$ cat src/rtl/iteration_sequencer.sv
// -----------------------------------------------------------------------------
// iteration_sequencer
//
// Run controller for the range-limited force pipeline. A run is a sequence of
// iterations; each one starts the broadcast controller, waits for every PE to
// issue its ref-particle force writeback, waits for the ring interconnect to
// drain, waits for the force path to go quiet, then hands off to the motion
// update and waits for it to finish.
//
// Parameters
//   NUM_CELLS     number of PEs / ring nodes (width of ref_wb_issued)
//   DRAIN_CYCLES  cycles after the last ref writeback before the ring is empty
//                 (must be >= 1)
//   ITER_WIDTH    width of iteration count and limit
//
// Ports
//   clk                  in   clock
//   rst_n                in   asynchronous active-low reset
//   start                in   run request, honoured in IDLE or DONE only
//   num_iters            in   iterations to run, sampled on accepted start
//   ref_wb_issued        in   per-PE pulse: ref force writeback issued
//   goto_next_ref        in   broadcast controller moving to next ref particle
//   all_reading_done     in   all PEs finished reading this iteration
//   force_path_idle      in   force write path fully quiesced
//   mu_done              in   motion update finished (pulse)
//   iter_start           out  pulse to broadcast controller
//   all_ref_wb_issued    out  every PE issued writeback for current ref
//   interconnect_empty   out  drain window elapsed
//   motion_update_start  out  pulse to motion update control
//   busy                 out  run in progress (FORCE or MU_WAIT)
//   sim_done             out  run finished (level)
//   iter_count           out  completed iterations in current run
// -----------------------------------------------------------------------------
module iteration_sequencer #(
  parameter int NUM_CELLS    = 64,
  parameter int DRAIN_CYCLES = NUM_CELLS,
  parameter int ITER_WIDTH   = 16
) (
  input  logic                  clk,
  input  logic                  rst_n,
  input  logic                  start,
  input  logic [ITER_WIDTH-1:0] num_iters,
  input  logic [NUM_CELLS-1:0]  ref_wb_issued,
  input  logic                  goto_next_ref,
  input  logic                  all_reading_done,
  input  logic                  force_path_idle,
  input  logic                  mu_done,
  output logic                  iter_start,
  output logic                  all_ref_wb_issued,
  output logic                  interconnect_empty,
  output logic                  motion_update_start,
  output logic                  busy,
  output logic                  sim_done,
  output logic [ITER_WIDTH-1:0] iter_count
);

  localparam int CNT_W = $clog2(DRAIN_CYCLES + 1);
  localparam logic [CNT_W-1:0] DRAIN_MAX = CNT_W'(DRAIN_CYCLES);

  // Main FSM encoding
  localparam logic [1:0] S_IDLE    = 2'd0;
  localparam logic [1:0] S_FORCE   = 2'd1;
  localparam logic [1:0] S_MU_WAIT = 2'd2;
  localparam logic [1:0] S_DONE    = 2'd3;

  // Capture unit encoding
  localparam logic [0:0] C_COLLECT = 1'b0;
  localparam logic [0:0] C_DRAIN   = 1'b1;

  logic [1:0]            state_q, state_d;
  logic [ITER_WIDTH-1:0] limit_q, limit_d;
  logic [ITER_WIDTH-1:0] iter_count_q, iter_count_d;
  logic                  sim_done_q, sim_done_d;
  logic                  iter_start_q, iter_start_d;
  logic                  mu_start_q, mu_start_d;
  logic                  busy_q, busy_d;

  logic [0:0]            cap_q, cap_d;
  logic [NUM_CELLS-1:0]  r_issued_q, r_issued_d;
  logic [NUM_CELLS-1:0]  r_collect;
  logic                  all_ref_q, all_ref_d;
  logic [CNT_W-1:0]      drain_cnt_q, drain_cnt_d;
  logic                  ie_q, ie_d;

  // Sticky per-PE collection of writeback pulses
  genvar gi;
  generate
    for (gi = 0; gi < NUM_CELLS; gi++) begin : g_collect
      assign r_collect[gi] = r_issued_q[gi] | ref_wb_issued[gi];
    end
  endgenerate

  // ---------------------------------------------------------------------------
  // Main FSM
  // ---------------------------------------------------------------------------
  always_comb begin
    state_d      = state_q;
    limit_d      = limit_q;
    iter_count_d = iter_count_q;
    sim_done_d   = sim_done_q;
    iter_start_d = 1'b0;
    mu_start_d   = 1'b0;
    case (state_q)
      S_IDLE, S_DONE: begin
        if (start) begin
          limit_d      = num_iters;
          iter_count_d = '0;
          if (num_iters == '0) begin
            // Empty run: finish immediately without touching the pipeline
            state_d    = S_DONE;
            sim_done_d = 1'b1;
          end else begin
            sim_done_d   = 1'b0;
            iter_start_d = 1'b1;
            state_d      = S_FORCE;
          end
        end
      end
      S_FORCE: begin
        if (all_reading_done && force_path_idle && all_ref_q && ie_q) begin
          mu_start_d = 1'b1;
          state_d    = S_MU_WAIT;
        end
      end
      S_MU_WAIT: begin
        if (mu_done) begin
          iter_count_d = iter_count_q + ITER_WIDTH'(1);
          if (iter_count_d == limit_q) begin
            state_d    = S_DONE;
            sim_done_d = 1'b1;
          end else begin
            iter_start_d = 1'b1;
            state_d      = S_FORCE;
          end
        end
      end
      default: state_d = S_IDLE;
    endcase
    busy_d = (state_d == S_FORCE) || (state_d == S_MU_WAIT);
  end

  // ---------------------------------------------------------------------------
  // Capture unit: live only while staying in FORCE, so leaving FORCE (the
  // motion_update_start edge) clears the flags in the same cycle.
  // ---------------------------------------------------------------------------
  always_comb begin
    cap_d       = cap_q;
    r_issued_d  = r_issued_q;
    all_ref_d   = all_ref_q;
    drain_cnt_d = drain_cnt_q;
    ie_d        = ie_q;
    if ((state_q != S_FORCE) || (state_d != S_FORCE)) begin
      cap_d       = C_COLLECT;
      r_issued_d  = '0;
      all_ref_d   = 1'b0;
      drain_cnt_d = '0;
      ie_d        = 1'b0;
    end else begin
      case (cap_q)
        C_COLLECT: begin
          r_issued_d = r_collect;
          // Act on the registered set, so a goto_next_ref arriving with the
          // final pulse cannot pre-empt the capture.
          if (&r_issued_q) begin
            all_ref_d   = 1'b1;
            drain_cnt_d = '0;
            ie_d        = 1'b0;
            cap_d       = C_DRAIN;
          end
        end
        default: begin
          if (goto_next_ref) begin
            // Next ref particle: restart collection even if drain completed
            cap_d       = C_COLLECT;
            r_issued_d  = '0;
            all_ref_d   = 1'b0;
            drain_cnt_d = '0;
            ie_d        = 1'b0;
          end else begin
            if (drain_cnt_q != DRAIN_MAX) begin
              drain_cnt_d = drain_cnt_q + CNT_W'(1);
            end
            ie_d = (drain_cnt_d == DRAIN_MAX);
          end
        end
      endcase
    end
  end

  always_ff @(posedge clk or negedge rst_n) begin
    if (!rst_n) begin
      state_q      <= S_IDLE;
      limit_q      <= '0;
      iter_count_q <= '0;
      sim_done_q   <= 1'b0;
      iter_start_q <= 1'b0;
      mu_start_q   <= 1'b0;
      busy_q       <= 1'b0;
      cap_q        <= C_COLLECT;
      r_issued_q   <= '0;
      all_ref_q    <= 1'b0;
      drain_cnt_q  <= '0;
      ie_q         <= 1'b0;
    end else begin
      state_q      <= state_d;
      limit_q      <= limit_d;
      iter_count_q <= iter_count_d;
      sim_done_q   <= sim_done_d;
      iter_start_q <= iter_start_d;
      mu_start_q   <= mu_start_d;
      busy_q       <= busy_d;
      cap_q        <= cap_d;
      r_issued_q   <= r_issued_d;
      all_ref_q    <= all_ref_d;
      drain_cnt_q  <= drain_cnt_d;
      ie_q         <= ie_d;
    end
  end

  assign iter_start          = iter_start_q;
  assign all_ref_wb_issued   = all_ref_q;
  assign interconnect_empty  = ie_q;
  assign motion_update_start = mu_start_q;
  assign busy                = busy_q;
  assign sim_done            = sim_done_q;
  assign iter_count          = iter_count_q;

endmodule

$ cat config.mk
export PLATFORM = sky130hd
export DESIGN_NAME = iteration_sequencer
export DESIGN_NICKNAME = d
export VERILOG_FILES = /design/src/rtl/iteration_sequencer.sv
export SDC_FILE = /design/constraint.sdc
export NUM_CORES = 1
export LEC_CHECK = 0
export ABC_AREA = 1
export BUFFER_PORTS_ARGS = -buffer_cell sky130_fd_sc_hd__buf_2
export CORE_ASPECT_RATIO = 0.6
export CORE_MARGIN = 3
export CORE_UTILIZATION = 59
export DETAILED_ROUTE_END_ITERATION = 8
export HOLD_SLACK_MARGIN = 0.05
export PLACE_DENSITY = 0.86
export SLEW_MARGIN = 10
export SYNTH_ARGS = -nofsm -noshare
export SYNTH_HDL_FRONTEND = slang
export SYNTH_SLANG_ARGS = --single-unit
$ cat constraint.sdc
create_clock -name clk -period 4.3 [get_ports clk]
set_clock_uncertainty 0.05 [all_clocks]
set_input_delay 0.215 -clock clk [delete_from_list [all_inputs] [get_ports clk]]
set_output_delay 0.215 -clock clk [all_outputs]
set_load 0.02 [all_outputs]
After elaboration in Yosys (flattened, before gate mapping)
Index checks and enable logic that the tools add are counted.

Reduce and logical (&&, ||, !) cells: 15. Bitwise operators: 64. Add/sub/neg operators: 2. Mux-type cells: 44. Eq/ne operators: 14.

Operators with widths (count): $mux 64 (3); $or 1x1->1 (64); $reduce_and 64->1 (1); $mux 7 (8); $mux 16 (2); $pmux 16 s2 (1); $mux 1 (22); $add 16x1->16 const B (1); $eq 16x16->1 (1); $logic_not 16->1 (1); $mux 2 (5); $add 7x1->7 const B (1); $eq 7x7->1 const B (1); $ne 7x7->1 const B (1); $eq 2x2->1 const B (3); $ne 2x2->1 const B (3); $pmux 2 s3 (1); $eq 2x1->1 const B (2); $ne 2x1->1 const B (2); $pmux 1 s2 (2); $reduce_and 2->1 (2); $reduce_and 4->1 (1); $logic_and 1x1->1 (3); $ne 3x2->1 const B (1); 6 further kinds (7).

Output and inout port bits: 22. Logic and storage cells: 151. Flip-flop bits (word level): 112.

Logic depth before layout (Yosys ltp)
Depth after elaboration: 12. Gate-level depth with buffers: 23. Gate-level depth less buffers: 23.

Worst setup path after synthesis
OpenSTA, ideal clock, no wires.

Kind: register -> register. Start point: reg iter_count_q[1], in the netlist iter_count[1]. End point: reg r_issued_q[0]. Period minus slack after synthesis: 2979 ps. Arrival: 2792 ps. Slack: 1321 ps. Buffers on the path: 1. Library setup time: 136 ps. Cell stages (with the launch flop): 19. Cell sequence: dfrtp_1 -> ha_1 -> nand2_1 -> nor2_4 -> nand3_1 -> xnor3_1 -> nand2_1 -> nor2_1 -> nand3_2 -> nand2_1 -> nand2_1 -> nand2_1 -> a21oi_1 -> ha_1 -> nand2_1 -> nor2_1 -> nor2_1 -> clkbuf_1 -> a21oi_1.

Cells in the longest elaborated chain, start to end: 8. Elaborated cells between the ends (all ways): 9.

RTL lines: start, declared (line 72) `logic [ITER_WIDTH-1:0] iter_count_q, iter_count_d;`; start signal, assigned (line 207) `iter_count_q <= iter_count_d;`; $add 16x1->16 (*) (line 127) `iter_count_d = iter_count_q + ITER_WIDTH'(1);`; $eq 16x16->1 (*) (line 128) `if (iter_count_d == limit_q) begin`; $mux 2 (*) (line 128); $mux 2 (*) (line 126) `if (mu_done) begin`; $pmux 2 s3 (*) (line 103) `case (state_q)`; $ne 2x1->1 (*) (line 152) `if ((state_q != S_FORCE) || (state_d != S_FORCE)) begin`; $logic_or 1x1->1 (*) (line 152); $ne 3x2->1 (no line) / $mux 64 (equally long branches); end signal, assigned (line 213) `r_issued_q <= r_issued_d;`; end, declared (line 79) `logic [NUM_CELLS-1:0] r_issued_q, r_issued_d;`.

Every way passes the cells marked *; elsewhere a longest branch is shown, timed or not. A chain may end at the register's enable or synchronous reset.

Final worst setup path
Start point: reg iter_count_q[1], in the netlist iter_count[1]. End point: reg r_issued_q[48].

Same word-level chain as after synthesis.

==> run summary <==
Clk root buf = clkbuf_16
Reg area = 2800 µm²
Outcome = finished, final reports clean
RSZ-0062 raised after global routing = false
H-tree levels = 3
I/O Pins = 109
Chip Width = 129 µm
Initial DRC Count = 447
Synth top area cells = dfrtp_1, nand2_1, inv_1, a21oi_1, nand4_1
CP delay by family, top = simple AND/OR/NAND/NOR gates
Hpwl dp = 9650 µm
I/O Buffers = 108
Core area = 8650 µm²
Initial antenna violation count = 0
Area leader, netlist = dfrtp_1
Max Cap Viol = 0
Vias/cell = 5.43
Critical-path maximum fanout = 35
Largest net degree at the start of global routing = 85
Multi-input gate area in the final layout = 2070 µm²
Fin. Hold Viols = 0
Avg WL per Cell = 15.1 µm
Synth cell types = 29
Gr usage total = 0.271
Number of setup violations in the final report = 0
Post-cts sizing count = 0
Crit path largest cell delay = 620 ps
Post-synth top area share = 0.525
Startpoint class of the critical path = register
Row count = 26
Vias = 4764
Final period util = 0.870
Fraction of layout cells with a size suffix above 1 = 0.195
Hold WC Path Type = input pin to register
TritonCTS clock tree = done
Post-DRT Antenna Nets = 0
Seq/Total Area, Yosys = 0.525
Routed WL = 13300 µm
Post-synth EDFFs = 0
Crit path DAT = 3910 ps
Chip height = 79.7 µm
Wire length of the first global-routing pass = 21900 µm
Most common cell after layout, fill and taps aside = nand2_1
Worst-path clk slew = 70 ps
Total grt overflow = 0
Headroom to the max-slew limit = 0.308
CP required = 4470 ps
Avg Inst Size Synth = 8.24 µm²
Worst Path Class, Setup = register to register
Pleak = 3.06 nW
FFs w/ async S/R, synth = 1.00
Buf/Inv on CP = 1
Min Tclk post-route = 3740 ps
Worst Max-Slew Pin Slew = 1040 ps
Main synth FF type = dfrtp_1
Most frequent cells in the layout = nand2_1, dfrtp_1, inv_1
Worst vdd ir = 379 µV
PD cells = 551 nW/µm²
Worst skew pair latency = 350 ps
Mapped Nets = 741
Initial Util = 0.617
Vias in the first global route = 4608
Crit. End Element = register
Final net count = 854
First-pass DRT Iterations = 5
Die area = 10300 µm²
Area growth syn-to-layout = 19.1%
Crit path top cell by count = nand2_1
Crit-path cells = ha_1 -> nand3_1 -> nor2_1 -> nand4_1 -> nand2_1 -> nand2_1 -> nand2_1 -> nand2_1 -> nor2_2 -> nand3_2 -> nand2_1 -> nand2_1 -> nand2_1 -> a21oi_1 -> ha_1 -> nand2_1 -> nor3_1 -> nor2_4 -> buf_4 -> a21oi_1
Min Hold Slack = 56.8 ps
Fmax achieved = 267 MHz
Fill count = 618
Bufs on Longest Clock Path = 2
Slew Limit Fails = 0
# diodes = 0
Placer Congestion = 0.964
Yosys warnings = 0
Slowest CP cell = nor2_4
Register bit total from synthesis = 112
Synth Cell Area = 5340 µm²
Total CTS buffers = 9
Clock sink total = 112
Residual DRC = 0
Synth Instances = 648
Setup_tns = 0 ps
-- where the power goes --
part | switching, mW | internal [mW] | total, mW
sequential | 0.192 | 1.38 | 1.57
combinational | 0.741 | 0.366 | 1.11
clock | 0.362 | 0.464 | 0.826
total | 1.30 | 2.21 | 3.50
-- cell usage after synthesis, types with 5 or more instances --
cell type  count
a21oi_1       77
xor2_1         5
dfrtp_1      112
o22ai_1       18
clkbuf_1      12
inv_1        111
nand3_1       27
mux2_2         7
nand4_1       26
o21ai_0       11
nor4_1         8
nand2_1      162
nor2_1        34
ha_1           6
-- metrics by stage --
step	worst slack [ps]	cells	util	total power, mW	cell area [µm²]
after global placement	827	856	0.694	2.60	6010
after floorplan	1320	648	-	2.33	5340
after global routing	207	877	0.735	3.75	6360
final	559	877	0.735	3.50	6360
after detailed placement	647	856	0.694	2.67	6010
after CTS	620	877	0.735	3.51	6360
-- timing repair --
item	CTS	global route
buffers inserted	0	0
hold endpoints to repair	88	0
hold buffers	6	0
-- path summary, 6_finish.rpt --
| check | from | slack, ps | endpoint | depth (start not counted) |
|---|---|---|---|---|
| max reg2reg | iter_count[1]$_DFFE_PN0P_ | 560 | r_issued_q[48]$_DFFE_PN0P_ | 20 |
| min in group asynchronous | rst_n | 520 | r_issued_q[8]$_DFFE_PN0P_ | 2 |
| max in group asynchronous | rst_n | 2680 | r_issued_q[43]$_DFFE_PN0P_ | 3 |
| min | ref_wb_issued[12] | 60 | r_issued_q[12]$_DFFE_PN0P_ | 3 |
| min reg2reg | r_issued_q[36]$_DFFE_PN0P_ | 460 | r_issued_q[36]$_DFFE_PN0P_ | 2 |
| max | iter_count[1]$_DFFE_PN0P_ | 560 | r_issued_q[48]$_DFFE_PN0P_ | 20 |
-- kinds of logic after synthesis --
group                    share of synthesized area
multiplexers                                0.0148
AO/OA/AOI/OAI                                0.110
buffers and inverters                       0.0902
XOR/XNOR                                    0.0157
flip-flops                                   0.525
AND/OR/NAND/NOR                              0.230
adder cells (fa/ha/maj)                     0.0141
-- final cells by class --
type	count	share of cell area
Sequential cell	112	0.441
Multi-Input combinational cell	408	0.325
Timing Repair Buffer	119	0.101
Inverter	111	0.0655
Clock buffer	12	0.0388
Tap cell	112	0.0220
Clock inverter	3	0.00669
-- metal layers --
layer / vias to the layer above / wire length, µm / global-route usage
met2: 227 / 5930 / 0.411
li1: 2307 / - / -
met3: 29 / 1100 / 0.0775
met1: 2201 / 6000 / 0.389
met5: - / 0 / 0
met4: 0 / 215 / 0.0639
-- registers in the layout, indices dropped and copies added, names as in the netlist, 2 cells and up --
| name | flops |
|---|---|
| drain_cnt_q | 7 |
| iter_count | 16 |
| state_q | 2 |
| r_issued_q | 64 |
| limit_q | 16 |
-- tightest hold or removal path: stages --
cell	delay, ps
buf_2	90
nand2_1	50
a21oi_1	60
Note: power is estimated with default switching activity, not from simulation.
